### src/rtl/echo_pkg.sv
// Shared definitions for the ultrasonic echo path: FSM states and timing constants.
package echo_pkg;

    typedef enum logic [1:0] {
        StIdle,
        StWaitRise,
        StMeasure,
        StWaitLow
    } state_e;

    // Echo round trip: 58 us of echo-high time per centimetre of distance.
    localparam int unsigned US_PER_CM = 58;

    // The system clock runs at 1 MHz, so one cycle is one microsecond.
    localparam int unsigned CLK_PERIOD_NS = 1000;

    function automatic int unsigned max_u(input int unsigned a, input int unsigned b);
        return (a > b) ? a : b;
    endfunction

endpackage

### src/rtl/echo_sync.sv
// Brings the raw sensor echo into the clk domain and flags its edges.
module echo_sync (
    input  logic clk,
    input  logic clr,
    input  logic echo,
    output logic echo_s,
    output logic rise,
    output logic fall
);

    logic meta_q;
    logic sync_q;
    logic echo_d;

    // Two synchronizer stages followed by one delay stage for edge detection.
    always_ff @(posedge clk or negedge clr) begin
        if (!clr) begin
            meta_q <= 1'b0;
            sync_q <= 1'b0;
            echo_d <= 1'b0;
        end else begin
            meta_q <= echo;
            sync_q <= meta_q;
            echo_d <= sync_q;
        end
    end

    // Edge events are relative to the previous synchronized sample.
    always_comb begin
        echo_s = sync_q;
        rise   = sync_q & ~echo_d;
        fall   = ~sync_q & echo_d;
    end

endmodule

### src/rtl/echo_receiver.sv
// Measures the echo pulse width and converts it to whole centimetres without a divider.
module echo_receiver #(
    parameter int unsigned US_PER_CM    = echo_pkg::US_PER_CM,
    parameter int unsigned RISE_TIMEOUT = 1000,
    parameter int unsigned MAX_ECHO     = 30000,
    parameter int unsigned DIST_W       = 9
) (
    input  logic              clk,
    input  logic              clr,
    input  logic              start,
    input  logic              echo,
    output logic [DIST_W-1:0] dist_cm,
    output logic              dist_valid,
    output logic              busy,
    output logic              err_timeout
);

    import echo_pkg::*;

    localparam int unsigned SUB_W = (US_PER_CM > 1) ? $clog2(US_PER_CM) : 1;
    localparam int unsigned TMO_W = $clog2(max_u(RISE_TIMEOUT, MAX_ECHO));

    localparam logic [SUB_W-1:0] SUB_LAST  = SUB_W'(US_PER_CM - 1);
    localparam logic [TMO_W-1:0] RISE_LAST = TMO_W'(RISE_TIMEOUT - 1);
    localparam logic [TMO_W-1:0] ECHO_LAST = TMO_W'(MAX_ECHO - 1);

    logic echo_s;
    logic rise;
    logic fall;

    state_e            state_q, state_d;
    logic [TMO_W-1:0]  tmo_q, tmo_d;
    logic [SUB_W-1:0]  sub_q, sub_d;
    logic [DIST_W-1:0] cm_q, cm_d;
    logic [DIST_W-1:0] dist_cm_q, dist_cm_d;
    logic              dist_valid_q, dist_valid_d;
    logic              err_q, err_d;

    echo_sync u_sync (
        .clk    (clk),
        .clr    (clr),
        .echo   (echo),
        .echo_s (echo_s),
        .rise   (rise),
        .fall   (fall)
    );

    // State, counters and result registers.
    always_ff @(posedge clk or negedge clr) begin
        if (!clr) begin
            state_q      <= StIdle;
            tmo_q        <= '0;
            sub_q        <= '0;
            cm_q         <= '0;
            dist_cm_q    <= '0;
            dist_valid_q <= 1'b0;
            err_q        <= 1'b0;
        end else begin
            state_q      <= state_d;
            tmo_q        <= tmo_d;
            sub_q        <= sub_d;
            cm_q         <= cm_d;
            dist_cm_q    <= dist_cm_d;
            dist_valid_q <= dist_valid_d;
            err_q        <= err_d;
        end
    end

    // Next-state logic: arm on start, count high time in 58-cycle chunks, bail out on timeouts.
    always_comb begin
        state_d      = state_q;
        tmo_d        = tmo_q;
        sub_d        = sub_q;
        cm_d         = cm_q;
        dist_cm_d    = dist_cm_q;
        dist_valid_d = 1'b0;
        err_d        = err_q;

        unique case (state_q)
            StIdle: begin
                // A rise coinciding with start is deliberately not seen by the next state.
                if (start) begin
                    state_d = StWaitRise;
                    err_d   = 1'b0;
                    tmo_d   = '0;
                end
            end
            StWaitRise: begin
                if (rise) begin
                    // The rise cycle is already the first high cycle.
                    state_d = StMeasure;
                    sub_d   = SUB_W'(1);
                    cm_d    = '0;
                    tmo_d   = '0;
                end else if (tmo_q == RISE_LAST) begin
                    state_d = StIdle;
                    err_d   = 1'b1;
                end else begin
                    tmo_d = tmo_q + 1'b1;
                end
            end
            StMeasure: begin
                if (fall) begin
                    state_d      = StIdle;
                    dist_cm_d    = cm_q;
                    dist_valid_d = 1'b1;
                end else if (tmo_q == ECHO_LAST) begin
                    state_d = StWaitLow;
                    err_d   = 1'b1;
                end else begin
                    tmo_d = tmo_q + 1'b1;
                    if (sub_q == SUB_LAST) begin
                        sub_d = '0;
                        cm_d  = (cm_q == '1) ? cm_q : cm_q + 1'b1;
                    end else begin
                        sub_d = sub_q + 1'b1;
                    end
                end
            end
            StWaitLow: begin
                // Hold off until the stale echo drops so it cannot re-arm a measurement.
                if (!echo_s) begin
                    state_d = StIdle;
                end
            end
            default: state_d = StIdle;
        endcase
    end

    // Outputs come straight from registers; busy is any non-idle state.
    always_comb begin
        dist_cm     = dist_cm_q;
        dist_valid  = dist_valid_q;
        err_timeout = err_q;
        busy        = (state_q != StIdle);
    end

endmodule

### config.mk
export PLATFORM = sky130hd
export DESIGN_NAME = echo_receiver
export DESIGN_NICKNAME = d
export VERILOG_FILES = /design/src/rtl/echo_pkg.sv /design/src/rtl/echo_sync.sv /design/src/rtl/echo_receiver.sv
export SDC_FILE = /design/constraint.sdc
export NUM_CORES = 1
export LEC_CHECK = 0
export ABC_CLOCK_PERIOD_IN_PS = 2500
export CAP_MARGIN = 40
export CORE_ASPECT_RATIO = 1.1
export CORE_MARGIN = 2
export CORE_UTILIZATION = 55
export DETAILED_ROUTE_END_ITERATION = 7
export PLACE_DENSITY = 0.75
export SETUP_SLACK_MARGIN = 0.4
export SLEW_MARGIN = 20
export SYNTH_ARGS = -nofsm -noshare
export SYNTH_HDL_FRONTEND = slang
export SYNTH_SLANG_ARGS = --single-unit
### constraint.sdc
create_clock -name clk -period 2.5 [get_ports clk]
set_input_delay 0.25 -clock clk [delete_from_list [all_inputs] [get_ports clk]]
set_output_delay 0.25 -clock clk [all_outputs]
set_load 0.02 [all_outputs]
* Word level (Yosys, flattened, before mapping)
Cells that the tools add are included.
Word-level totals: register bits after elaboration 46, input bits 4, output and inout port bits 12, word-level logic and storage cells 79
Cells by class: add/sub/neg operators 3, equal/unequal tests 20, mux-type cells 32, bitwise operators 4, reduce and logical (&&, ||, !) cells 10
Operator list (number):
- 15-bit 2-to-1 mux | 5
- 9-bit 2-to-1 mux | 5
- 15-bit one-hot mux with 3 select lines | 1
- 6-bit 2-to-1 mux | 4
- 2-bit inequality test (second input constant) | 10
- 9-bit one-hot mux with 2 select lines | 1
- 15-bit by 1-bit adder with 15-bit output (second input constant) | 1
- 15-bit by 10-bit equality test with 1-bit output (second input constant) | 1
- 15-bit equality test (second input constant) | 1
- 2-bit 2-to-1 mux | 6
- 6-bit one-hot mux with 2 select lines | 1
- 6-bit AND reduction | 2
- 9-bit by 1-bit adder with 9-bit output (second input constant) | 1
- 9-bit equality test (second input constant) | 1
- 3-bit inequality test (second input constant) | 3
- 2-bit one-hot mux with 4 select lines | 1
- 4-bit AND reduction | 2
- 1-bit 2-to-1 mux | 7
- 6-bit by 1-bit adder with 6-bit output (second input constant) | 1
- 6-bit equality test (second input constant) | 1
- 5-bit AND reduction | 1
- 2-bit equality test (second input constant) | 2
- 2-bit nonzero test | 2
- 1-bit one-hot mux with 3 select lines | 1
- other kinds (6) | 8

* Longest topological paths before layout
Gate-level depths: netlist of the first run.
depth after elaboration 6, gate-level depth with buffers 10, depth with buffers taken out 9

* Cells and area by module
Synthesis of the first run repeated with hierarchy kept, for this count alone.
Second synthesis, totals: cells, all modules 270, area total of the unflattened synthesis 2566.2 um^2
By module, submodules not included:
- echo_receiver | times used 1, cells an instance 265, area an instance 2476.1 um^2, seq. area each 1076.0 um^2
- echo_sync | times used 1, cells an instance 5, area an instance 90.1 um^2, seq. area each 75.1 um^2

* Worst setup path after synthesis of the first run
No wires, ideal clock.
path kind register to register, start register tmo_q[9], end register err_q, in the netlist err_timeout, library setup time 0.128 ns, arrival time 2.155 ns, data required time 2.372 ns, slack 0.217 ns, cell stages (with the launch flop) 5, period minus slack after synthesis 2.283 ns, cells stage by stage dfrtp_1 -> or4b_4 -> or4_4 -> a221oi_1 -> mux2_1
On the way: cells in the longest elaborated chain, start to end 3
Ends and longest elaborated chain:
- start: declaration | RTL line echo_receiver.sv:32 | logic [TMO_W-1:0] tmo_q, tmo_d;
- start signal: assignment | RTL line echo_receiver.sv:60 | tmo_q <= tmo_d;
- 15-bit equality test / 15-bit by 10-bit equality test with 1-bit output (equally long branches) | RTL line echo_receiver.sv:107, echo_receiver.sv:95
- 2-bit inequality test (no source line)
- 6-bit AND reduction (no source line) (*)
- end signal: assignment | RTL line echo_receiver.sv:65 | err_q <= err_d;
- end: declaration | RTL line echo_receiver.sv:37 | logic err_q, err_d;
Every way passes the cells marked *; elsewhere a longest branch is shown, timed or not. A chain may end at the register's enable or synchronous reset.

* Worst setup path after layout of the first run
start register tmo_q[7], end register cm_q[5]
On the way: cells in the longest elaborated chain, start to end 3
Ends and longest elaborated chain:
- 15-bit equality test | RTL line echo_receiver.sv:107 | end else if (tmo_q == ECHO_LAST) begin
- 2-bit inequality test (no source line)
- 6-bit AND reduction (no source line)
- end signal: assignment | RTL line echo_receiver.sv:62 | cm_q <= cm_d;
- end: declaration | RTL line echo_receiver.sv:34 | logic [DIST_W-1:0] cm_q, cm_d;
No other way between the ends.

==> flow_summary_export.csv, run 1 <==
group,metric,value,unit
hold_path,hp-class,"reg -> reg",
yosys,synth_common_cells,"dfrtp_1, nand2_1, nor2_1",
global_routing,grtUsageMet2,43.1,%
timing,fin_crit_sh,88.1,%
critical_path,cp-startpoint,"tmo_q[7]$_DFFE_PN0P_",
clocking,clk_latency,0.30,ns
critical_path,critPathRequiredTime,2.70,ns
critical_path,critPathArrivalTime,2.40,ns
yosys,syn_area,2580,sq um
critical_path,rrSetupSlack,0.30,ns
power,peakVddDrop,662,uV
yosys,syn_nets,279,
yosys,ys_seq_elements,46,
power,p_leak,1.56,nW
timing,setup_viol,0,
layout,area_growth,36.9,%
layout,layout.nets,338,
floorplanning,die_y,75.8,microns
global_routing,use_met1,26.6,%
clocking,cts_htree_levels,2,
global_routing,grt_pass1_wl,9.54,mm
critical_path,r2r-start,"tmo_q[7]$_DFFE_PN0P_",
floorplanning,dieArea,5250,sq um
yosys,synth_top_family_by_area,"simple AND/OR/NAND/NOR gates",
global_routing,grt_pass1_vias,2102,
timing,rsz0062_at_grt,"true",
yosys,synth_top_area_share,44.6,%
critical_path,critPathCaptureType,"flip-flop",
floorplanning,fp-row-count,26,
yosys,ys_top_cells_by_area,"dfrtp_1, ha_1, mux2_2",
power,swShare,34.4,%
drt,post_drt_wl_per_cell,18.5,microns
yosys,synthSimpleGateAreaFrac,22.0,%
critical_path,cp-start-kind,"flip-flop",
global_routing,overflow,0,
drt,num_vias,2349,
yosys,yosysUniqueCellTypes,46,
timing,slew_viol_final,0,
clocking,clkTransAtPathRegs,0.09,ns
hold_path,min-delay-start,"u_sync.meta_q$_DFF_PN0_",
global_routing,grt.met3_usage,3.70,%
yosys,yosysWarnings,0,
placement,gp_congestion,0.871,
power,p_clk_share,22.8,%
yosys,synth-compound-area-share,18.1,%
outcome,status,"finished clean",
placement,dp_hpwl,3.69,mm
timing,min_period,2.20,ns
hold_path,hold_depth,0,
clocking,clockBufferDepth,2,
clocking,clockRootBuffer,"clkbuf_8",
drt,dr.pass1.iters,4,
power,comb_power_share,48.4,%
power,cellInternalPower,1.97,mW
clocking,clock_sinks,46,
layout,diodes,0,
critical_path,cp_max_fo,7,
clocking,tritoncts,"built",
critical_path,crit_type,"reg -> reg",
floorplanning,design.core.area,4590,sq um
yosys,synthCells,265,
global_routing,track_usage,23.0,%
yosys,synthFlopType,"dfrtp_1",
drt,viasPerCell,6.17,
drt,wirelength,7.03,mm
global_routing,grt_max_degree,30,
drt,drc,0,
power,p_sw,1.03,mW
yosys,yosysTopAreaCell,"dfrtp_1",
yosys,yosys.cell_count.top_type,"dfrtp_1",
drt,drtAntennaViolNets,0,
yosys,synth_adder_area_share,4.85,%
layout,drive_above_1_share,35.1,%
drt,drt_iter0_drc,248,
yosys,avgSynthCellArea,9.73,sq um
timing,fmax,0.454,GHz
power,p_per_area,850,nW/um^2
hold_path,min_to,"u_sync.echo_s$_DFF_PN0_",
floorplanning,initial_core_util,56.2,%
critical_path,worstReg2RegEnd,"cm_q[5]$_DFFE_PN0P_",
timing,tightest_slew,0.405,ns
yosys,ys_async_sr_fraction,100,%
clocking,cts_buffers,5,
yosys,ys_seq_area_share,44.6,%
critical_path,worst_r2r_path_depth,6,
global_routing,busiest_layer,"met2",
power,p_total,3.00,mW
yosys,synth_edf_count,0,
timing,hold_violations,0,
layout,fill_cells,298,
global_routing,antenna_found_initial,0,
timing,clock_skew,0.00702,ns
placement,port_buffers,15,
power,seqPwrFrac,28.7,%
floorplanning,fp.dieW,69.3,microns
yosys,synth_mux_area_share,6.07,%
timing,slew_headroom,72.8,%
floorplanning,ios,16,
job,maxCapViolCount,0,
timing,fin_tns_setup,0,ns
yosys,synth_xor_area_share,0,%
-- worst max-delay path by stage --
stage / endpoint / cells after the start
2_1_floorplan: state_q[1]$_DFFE_PN0P_ / 4
3_3_place_gp: tmo_q[11]$_DFFE_PN0P_ / 7
3_5_place_dp: sub_q[4]$_DFFE_PN0P_ / 8
4_1_cts: err_timeout$_DFFE_PN0P_ / 4
5_1_grt: cm_q[6]$_DFFE_PN0P_ / 10
6_report: cm_q[5]$_DFFE_PN0P_ / 6
-- cell usage in the layout, fill, tap and decap left out, types with 9 or more instances in the layout --
master           count
nand3_1             13
clkdlybuf4s50_1     14
mux2_2               9
a211o_1             11
nor2_1              22
inv_1               11
dfrtp_1             40
nand2_1             23
buf_6                9
buf_4               36
a22o_1              13
-- state kept, by name (all words and copies together), names as in the netlist --
signal / flops
sub_q: 6
dist_cm: 9
err_timeout: 1
dist_valid: 1
cm_q: 9
u_sync.echo_s: 1
u_sync.meta_q: 1
tmo_q: 15
u_sync.echo_d: 1
state_q: 2
-- area by class of cell --
class,count,area (sq um),area share [%]
clock buffer,6,82.6,2.34
multi-input combinational,193,1520,43.2
tap,56,70.1,1.99
inverter,14,52.6,1.49
timing repair buffer,64,582,16.5
sequential,46,1160,32.8
clock inverter,2,60.1,1.70
-- stage by stage --
step | worst slack (ns) | util [%] | hold slack, ns | area (sq um) | instances
6_report | 0.297 | 77.0 | 0.369 | 3530 | 381
3_3_place_gp | 0.114 | 62.3 | 0.205 | 2860 | 338
4_1_cts | 0.329 | 70.5 | 0.366 | 3230 | 362
5_1_grt | 0.213 | 77.0 | 0.388 | 3530 | 381
3_5_place_dp | 0.111 | 62.4 | 0.207 | 2860 | 339
2_1_floorplan | 0.368 | - | -0.0456 | 2600 | 265
-- metal layers --
metal / vias up / wire length, microns
met5: - / 0
met4: 0 / 215
met3: 19 / 252
met2: 70 / 3810
met1: 1175 / 2760
li1: 1085 / -
-- logic make-up after synthesis --
logic type	Yosys count
compound gates	61
fa+ha+maj	10
simple gates	108
buf+inv	26
flops	46
mux	14
-- power groups by stage --
stage | registers [mW] | logic [mW] | clock network (mW)
after floorplan | 0.879 | 0.691 | 0
after global placement | 0.874 | 0.957 | 0
after detailed placement | 0.877 | 0.979 | 0
after CTS | 0.857 | 1.16 | 0.690
after global routing | 0.870 | 1.56 | 0.722
final | 0.862 | 1.45 | 0.685
-- critical path, stage by stage (launching register included) --
cell and delay, ns:
dfrtp_1 0.39, or4b_4 0.54, or4_4 0.48, a41oi_4 0.33, buf_6 0.18, or3_1 0.11, a21oi_1 0.06
-- repair_timing --
action | CTS | global route
hold endpoints to repair | 17 | 0
setup endpoints to repair | 31 | 32
gates resized for setup | 26 | 39
gates cloned | 0 | 2
pin swaps | 10 | 28
setup buffers | 14 | 17
hold buffers | 1 | 0
Power figures use the tool's default switching activity.
==> run 2, diff against run 1 <==
--- a/config.mk
+++ b/config.mk
@@ -5,13 +5,14 @@
 export SDC_FILE = /design/constraint.sdc
 export NUM_CORES = 1
 export LEC_CHECK = 0
-export ABC_CLOCK_PERIOD_IN_PS = 2500
+export ABC_CLOCK_PERIOD_IN_PS = 2650
 export CAP_MARGIN = 40
 export CORE_ASPECT_RATIO = 1.1
 export CORE_MARGIN = 2
 export CORE_UTILIZATION = 55
 export DETAILED_ROUTE_END_ITERATION = 7
 export PLACE_DENSITY = 0.75
+export RECOVER_POWER = 100
 export SETUP_SLACK_MARGIN = 0.4
 export SLEW_MARGIN = 20
 export SYNTH_ARGS = -nofsm -noshare
==> constraint.sdc (replaced) <==
create_clock -name clk -period 2.65 [get_ports clk]
set_input_delay 0.265 -clock clk [delete_from_list [all_inputs] [get_ports clk]]
set_output_delay 0.265 -clock clk [all_outputs]
set_load 0.02 [all_outputs]
==> run 2 against run 1 <==
Global-route usage is 2.5 points lower. Count of clock-buffer cells in the layout is 1 lower. Combinational power is 31% lower. Die area stayed put. Design area is 12% lower. Clock skew is 0.0035 ns higher. Hold slack worse by 0.010 ns. Non-clock buffer count is 21 lower. Maximum frequency is 5.7% lower. Clock power is 23% lower. Via count is 9.9% lower. Largest power group unchanged.
==> flow_summary_export.csv, run 2 (synthesis results as in run 1) <==
group,metric,value,unit
critical_path,worst_path_max_delay_cell,"or4b_4",
global_routing,grt_max_degree,30,
drt,wirelength,5.33,mm
critical_path,path_cells,"or4b_4 > or4_4 > nand2_1 > o21ai_0 > a32o_1",
critical_path,r2r-start,"tmo_q[9]$_DFFE_PN0P_",
clocking,clockRootBuffer,"clkbuf_8",
clocking,clk_latency,0.30,ns
critical_path,cp-startpoint,"tmo_q[9]$_DFFE_PN0P_",
global_routing,grt_pass1_wl,8.66,mm
power,peakVddDrop,459,uV
timing,min_period,2.34,ns
drt,drc,0,
timing,fmax,0.428,GHz
drt,drtAntennaViolNets,0,
layout,largest_reg_flops,15,
hold_path,min-delay-start,"u_sync.meta_q$_DFF_PN0_",
layout,layout.nets,317,
timing,setup_viol,0,
critical_path,critPathArrivalTime,2.53,ns
floorplanning,die_y,75.8,microns
layout,mostFrequentLayoutCells,"dfrtp_1, nand2_1, nor2_1, buf_4",
layout,diodes,0,
drt,num_vias,2116,
layout,fin_cells,360,
global_routing,grt_pass1_vias,1913,
critical_path,crit_type,"reg -> reg",
power,p_leak,1.42,nW
clocking,clkTransAtPathRegs,0.09,ns
drt,dr.pass1.iters,4,
floorplanning,ios,16,
critical_path,slowest_delay,0.56,ns
timing,slew_headroom,35.6,%
placement,dp_hpwl,3.56,mm
clocking,tritoncts,"built",
placement,port_buffers,15,
timing,clock_skew,0.0105,ns
timing,rsz0062_at_grt,"true",
clocking,clock_sinks,46,
floorplanning,initial_core_util,56.2,%
layout,fill_cells,349,
critical_path,cp-start-kind,"flip-flop",
critical_path,cp_max_fo,11,
clocking,clockBufferDepth,2,
hold_path,hp-class,"reg -> reg",
layout,fin_area,3110,sq um
timing,fin_tns_setup,0,ns
job,maxCapViolCount,0,
floorplanning,dieArea,5250,sq um
global_routing,antenna_found_initial,0,
critical_path,critPathRequiredTime,2.84,ns
drt,drt_iter0_drc,148,
timing,hold_violations,0,
placement,post-place-ws,0.161,ns
layout,regMostFlops,"tmo_q",
floorplanning,design.core.area,4590,sq um
placement,dpl_cell_area,2840,sq um
timing,slew_viol_final,0,
critical_path,crit_buf_inv,0,
global_routing,track_usage,20.5,%
timing,tightest_slew,0.965,ns
clocking,cts_htree_levels,2,
layout,drive_above_1_share,20.4,%
outcome,status,"finished clean",
critical_path,crit_family,"simple AND/OR/NAND/NOR gates",
drt,viasPerCell,5.88,
placement,place_inst,336,
timing,layout_setup_ws,0.315,ns
global_routing,overflow,0,
placement,gp_congestion,0.868,
drt,post_drt_wl_per_cell,14.8,microns
layout,area_growth,20.4,%
critical_path,critPathCaptureType,"flip-flop",
floorplanning,fp.dieW,69.3,microns
clocking,cts_buffers,5,
layout,final_common_cell,"dfrtp_1",
timing,fin_crit_sh,88.1,%
floorplanning,fp-row-count,26,
power,p_per_area,751,nW/um^2
[run 2: metal layers]
| metal | wire, microns | part of all wire (%) | up-vias | global-route usage (%) |
|---|---|---|---|---|
| met5 | 0 | 0 | - | 0 |
| met4 | 70 | 1.3 | 0 | 6.75 |
| met3 | 145 | 2.7 | 7 | 3.04 |
| met2 | 2690 | 50 | 33 | 37.7 |
| met1 | 2430 | 46 | 1029 | 25.3 |
| li1 | - | - | 1047 | - |
[run 2: power breakdown]
| part | switching [mW] | total, mW | internal, mW |
|---|---|---|---|
| Sequential | 0.0458 | 0.805 | 0.759 |
| Clock | 0.246 | 0.527 | 0.281 |
| Combinational | 0.526 | 0.999 | 0.473 |
[run 2: repair_timing]
item | CTS | global route
hold endpoints to repair | 17 | 0
setup endpoints to repair | 28 | 26
setup buffers | 6 | 9
hold buffers | 1 | 0
gates resized for setup | 9 | 15
pin swaps | 2 | 6
[run 2: cell type report]
type	count	area [sq um]	area share, %
Clock buffer	5	68.8	2.22
Clock inverter	3	45.0	1.45
Inverter	14	52.6	1.69
Multi-Input combinational cell	193	1370	44.0
Sequential cell	46	1150	37.2
Tap cell	56	70.1	2.26
Timing Repair Buffer	43	347	11.2
[run 2: worst paths after layout]
kind | to | slack, ns | cells after the start
setup / recovery | sub_q[4]$_DFFE_PN0P_ | 0.31 | 5
hold / removal | u_sync.echo_s$_DFF_PN0_ | 0.36 | 0
setup reg to reg | sub_q[4]$_DFFE_PN0P_ | 0.31 | 5
hold reg to reg | u_sync.echo_s$_DFF_PN0_ | 0.36 | 0
max in group asynchronous | tmo_q[6]$_DFFE_PN0P_ | 0.75 | 3
min in group asynchronous | sub_q[4]$_DFFE_PN0P_ | 0.63 | 2
[run 2: per-stage QoR]
stage | hold WS [ns] | power [mW] | util (%)
finish | 0.358 | 2.33 | 67.7
CTS | 0.363 | 2.32 | 66.7
floorplan | -0.0306 | 1.46 | -
detailed placement | 0.227 | 1.72 | 62.0
global route | 0.373 | 2.49 | 67.7
global placement | 0.334 | 1.69 | 61.6
==> run 3, diff against run 2 <==
--- a/config.mk
+++ b/config.mk
@@ -5,7 +5,7 @@
 export SDC_FILE = /design/constraint.sdc
 export NUM_CORES = 1
 export LEC_CHECK = 0
-export ABC_CLOCK_PERIOD_IN_PS = 2650
+export ABC_CLOCK_PERIOD_IN_PS = 2800
 export CAP_MARGIN = 40
 export CORE_ASPECT_RATIO = 1.1
 export CORE_MARGIN = 2
==> constraint.sdc (replaced) <==
create_clock -name clk -period 2.8 [get_ports clk]
set_input_delay 0.28 -clock clk [delete_from_list [all_inputs] [get_ports clk]]
set_output_delay 0.28 -clock clk [all_outputs]
set_load 0.02 [all_outputs]
==> run 3 against run 2 <==
Count of clock-buffer cells in the layout is the same. Register-to-register slack is essentially flat. Flip-flop and latch count is the same. Clock skew shrank 0.0026 ns. Non-clock buffer count shrank 13. Core utilization shrank 1.4 points. Die area is the same. Design area shrank 2.1%. Sequential power shrank 4.7%. Critical path type unchanged. Largest cell class unchanged. Largest power group unchanged.
==> flow_summary_export.csv, run 3 (synthesis results as in run 1) <==
group,metric,value,unit
timing,fin_crit_sh,88.4,%
clocking,clockRootBuffer,"clkbuf_8",
power,p_clk_share,26.4,%
floorplanning,dieArea,5250,sq um
global_routing,track_usage,22.2,%
global_routing,antenna_found_initial,0,
layout,drive_above_1_share,15.1,%
critical_path,cp_max_fo,7,
critical_path,worst_r2r_path_depth,4,
timing,clock_skew,0.00793,ns
critical_path,crit_path_end,"err_timeout$_DFFE_PN0P_",
power,peakVddDrop,397,uV
drt,drtAntennaViolNets,0,
critical_path,critPathRequiredTime,2.99,ns
floorplanning,design.core.area,4590,sq um
timing,slew_viol_final,0,
power,p_per_area,737,nW/um^2
critical_path,cp-startpoint,"tmo_q[9]$_DFFE_PN0P_",
global_routing,grt_pass1_vias,2011,
clocking,cts_htree_levels,2,
layout,area_growth,17.9,%
layout,mostFrequentLayoutCells,"dfrtp_1, nand2_1, nor2_1, inv_1, dlygate4sd3_1",
clocking,clockBufferDepth,2,
layout,post-route-util,66.3,%
global_routing,grt_max_degree,25,
layout,final_common_cell,"dfrtp_1",
critical_path,rrSetupSlack,0.33,ns
power,swShare,33.9,%
clocking,clkTransAtPathRegs,0.08,ns
layout,layout.nets,304,
critical_path,slowest_delay,0.62,ns
drt,wirelength,5.34,mm
clocking,tritoncts,"built",
global_routing,overflow,0,
clocking,clock_sinks,46,
timing,fin_tns_setup,0,ns
placement,place_inst,333,
power,comb_power_share,39.4,%
floorplanning,ios,16,
power,cellInternalPower,1.48,mW
drt,drc,0,
placement,port_buffers,15,
power,p_sw,759,uW
drt,drt_iter0_drc,76,
drt,num_vias,2054,
layout,fin_cells,347,
floorplanning,fp.dieW,69.3,microns
layout,diodes,0,
floorplanning,initial_core_util,56.2,%
timing,setup_viol,0,
floorplanning,fp-row-count,26,
timing,hold_ws,0.353,ns
critical_path,path_cells,"or4b_4 > or4_1 > a221oi_1 > mux2_1",
placement,dp_hpwl,3.60,mm
hold_path,hp-class,"reg -> reg",
power,seqPwrFrac,34.3,%
critical_path,crit_type,"reg -> reg",
job,maxCapViolCount,0,
critical_path,cp-start-kind,"flip-flop",
critical_path,worstReg2RegEnd,"err_timeout$_DFFE_PN0P_",
clocking,cts_buffers,5,
clocking,clk_latency,0.30,ns
timing,min_period,2.47,ns
power,p_leak,1.38,nW
layout,largest_reg_flops,15,
layout,regMostFlops,"tmo_q",
critical_path,critPathArrivalTime,2.66,ns
drt,dr.pass1.iters,4,
timing,fmax,0.404,GHz
timing,hold_violations,0,
outcome,status,"finished clean",
drt,post_drt_wl_per_cell,15.4,microns
critical_path,worst_path_max_delay_cell,"or4_1",
critical_path,critPathCaptureType,"flip-flop",
global_routing,grt_pass1_wl,9.27,mm
timing,rsz0062_at_grt,"true",
floorplanning,die_y,75.8,microns
timing,tightest_slew,1.41,ns
placement,gp_congestion,0.808,
critical_path,r2r-start,"tmo_q[9]$_DFFE_PN0P_",
drt,viasPerCell,5.92,
timing,slew_headroom,6.17,%
-- run 3: changes by cell type in the layout (fill, tap and decap cells not counted), moves of 2 or more --
cell,change
or4_4,-2
buf_4,-14
dfrtp_1,+2
dfrtp_2,-2
clkinvlp_4,-2
or4_1,+2
ha_4,-2
-- run 3: worst min-delay path by stage --
stage,from,endpoint,slack [ns],cells after the start
2_1_floorplan,clr,cm_q[0]$_DFFE_PN0P_,-0.02,0
3_3_place_gp,u_sync.meta_q$_DFF_PN0_,u_sync.echo_s$_DFF_PN0_,0.34,0
3_5_place_dp,clr,dist_cm[4]$_DFFE_PN0P_,0.32,1
4_1_cts,u_sync.meta_q$_DFF_PN0_,u_sync.echo_s$_DFF_PN0_,0.35,0
5_1_grt,u_sync.meta_q$_DFF_PN0_,u_sync.echo_s$_DFF_PN0_,0.38,0
6_report,u_sync.meta_q$_DFF_PN0_,u_sync.echo_s$_DFF_PN0_,0.35,0
-- run 3: cell type report --
class / count / area [sq um]
Clock buffer: 5 / 68.8
Clock inverter: 3 / 68.8
Fill cell: 375 / 1550
Inverter: 14 / 52.6
Multi-Input combinational cell: 193 / 1350
Sequential cell: 46 / 1150
Tap cell: 56 / 70.1
Timing Repair Buffer: 30 / 282
-- run 3: power groups by stage --
stage | sequential, mW | clock, mW | combinational (mW)
floorplan | 0.785 | 0 | 0.590
global placement | 0.782 | 0 | 0.803
CTS | 0.771 | 0.603 | 0.851
global route | 0.776 | 0.626 | 0.966
finish | 0.767 | 0.590 | 0.881
detailed placement | 0.785 | 0 | 0.820
-- run 3: per-stage QoR --
| stage | worst slack, ns | cell area [sq um] | power, mW |
|---|---|---|---|
| global route | 0.217 | 3040 | 2.37 |
| detailed placement | 0.271 | 2820 | 1.61 |
| finish | 0.326 | 3040 | 2.24 |
| floorplan | 0.517 | 2580 | 1.37 |
| CTS | 0.388 | 3000 | 2.23 |
| global placement | 0.289 | 2800 | 1.58 |
-- run 3: worst max-delay path, delay by kind of cell (launching register included) --
family,cells,cell delay (ns)
AOI/OAI and AO/OA,1,0.37
DFF,1,0.44
muxes,1,0.36
and+or+nand+nor,2,1.19
-- run 3: repair_timing --
| action | 4_1_cts | 5_1_grt |
|---|---|---|
| pin swaps | 1 | 1 |
| gates cloned | 0 | 0 |
| gates resized for setup | 1 | 9 |
| setup buffers | 2 | 3 |
| hold buffers | 1 | 0 |
| endpoints found under the hold margin | 23 | 0 |
| endpoints found under the setup margin | 8 | 21 |
-- run 3: layer usage --
| metal | vias to the layer above | wire length, microns | GRT usage (%) |
|---|---|---|---|
| li1 | 1024 | - | - |
| met1 | 987 | 2440 | 26.8 |
| met2 | 34 | 2660 | 39.2 |
| met3 | 9 | 155 | 4.89 |
| met4 | 0 | 87 | 9.59 |
| met5 | - | 0 | 0 |
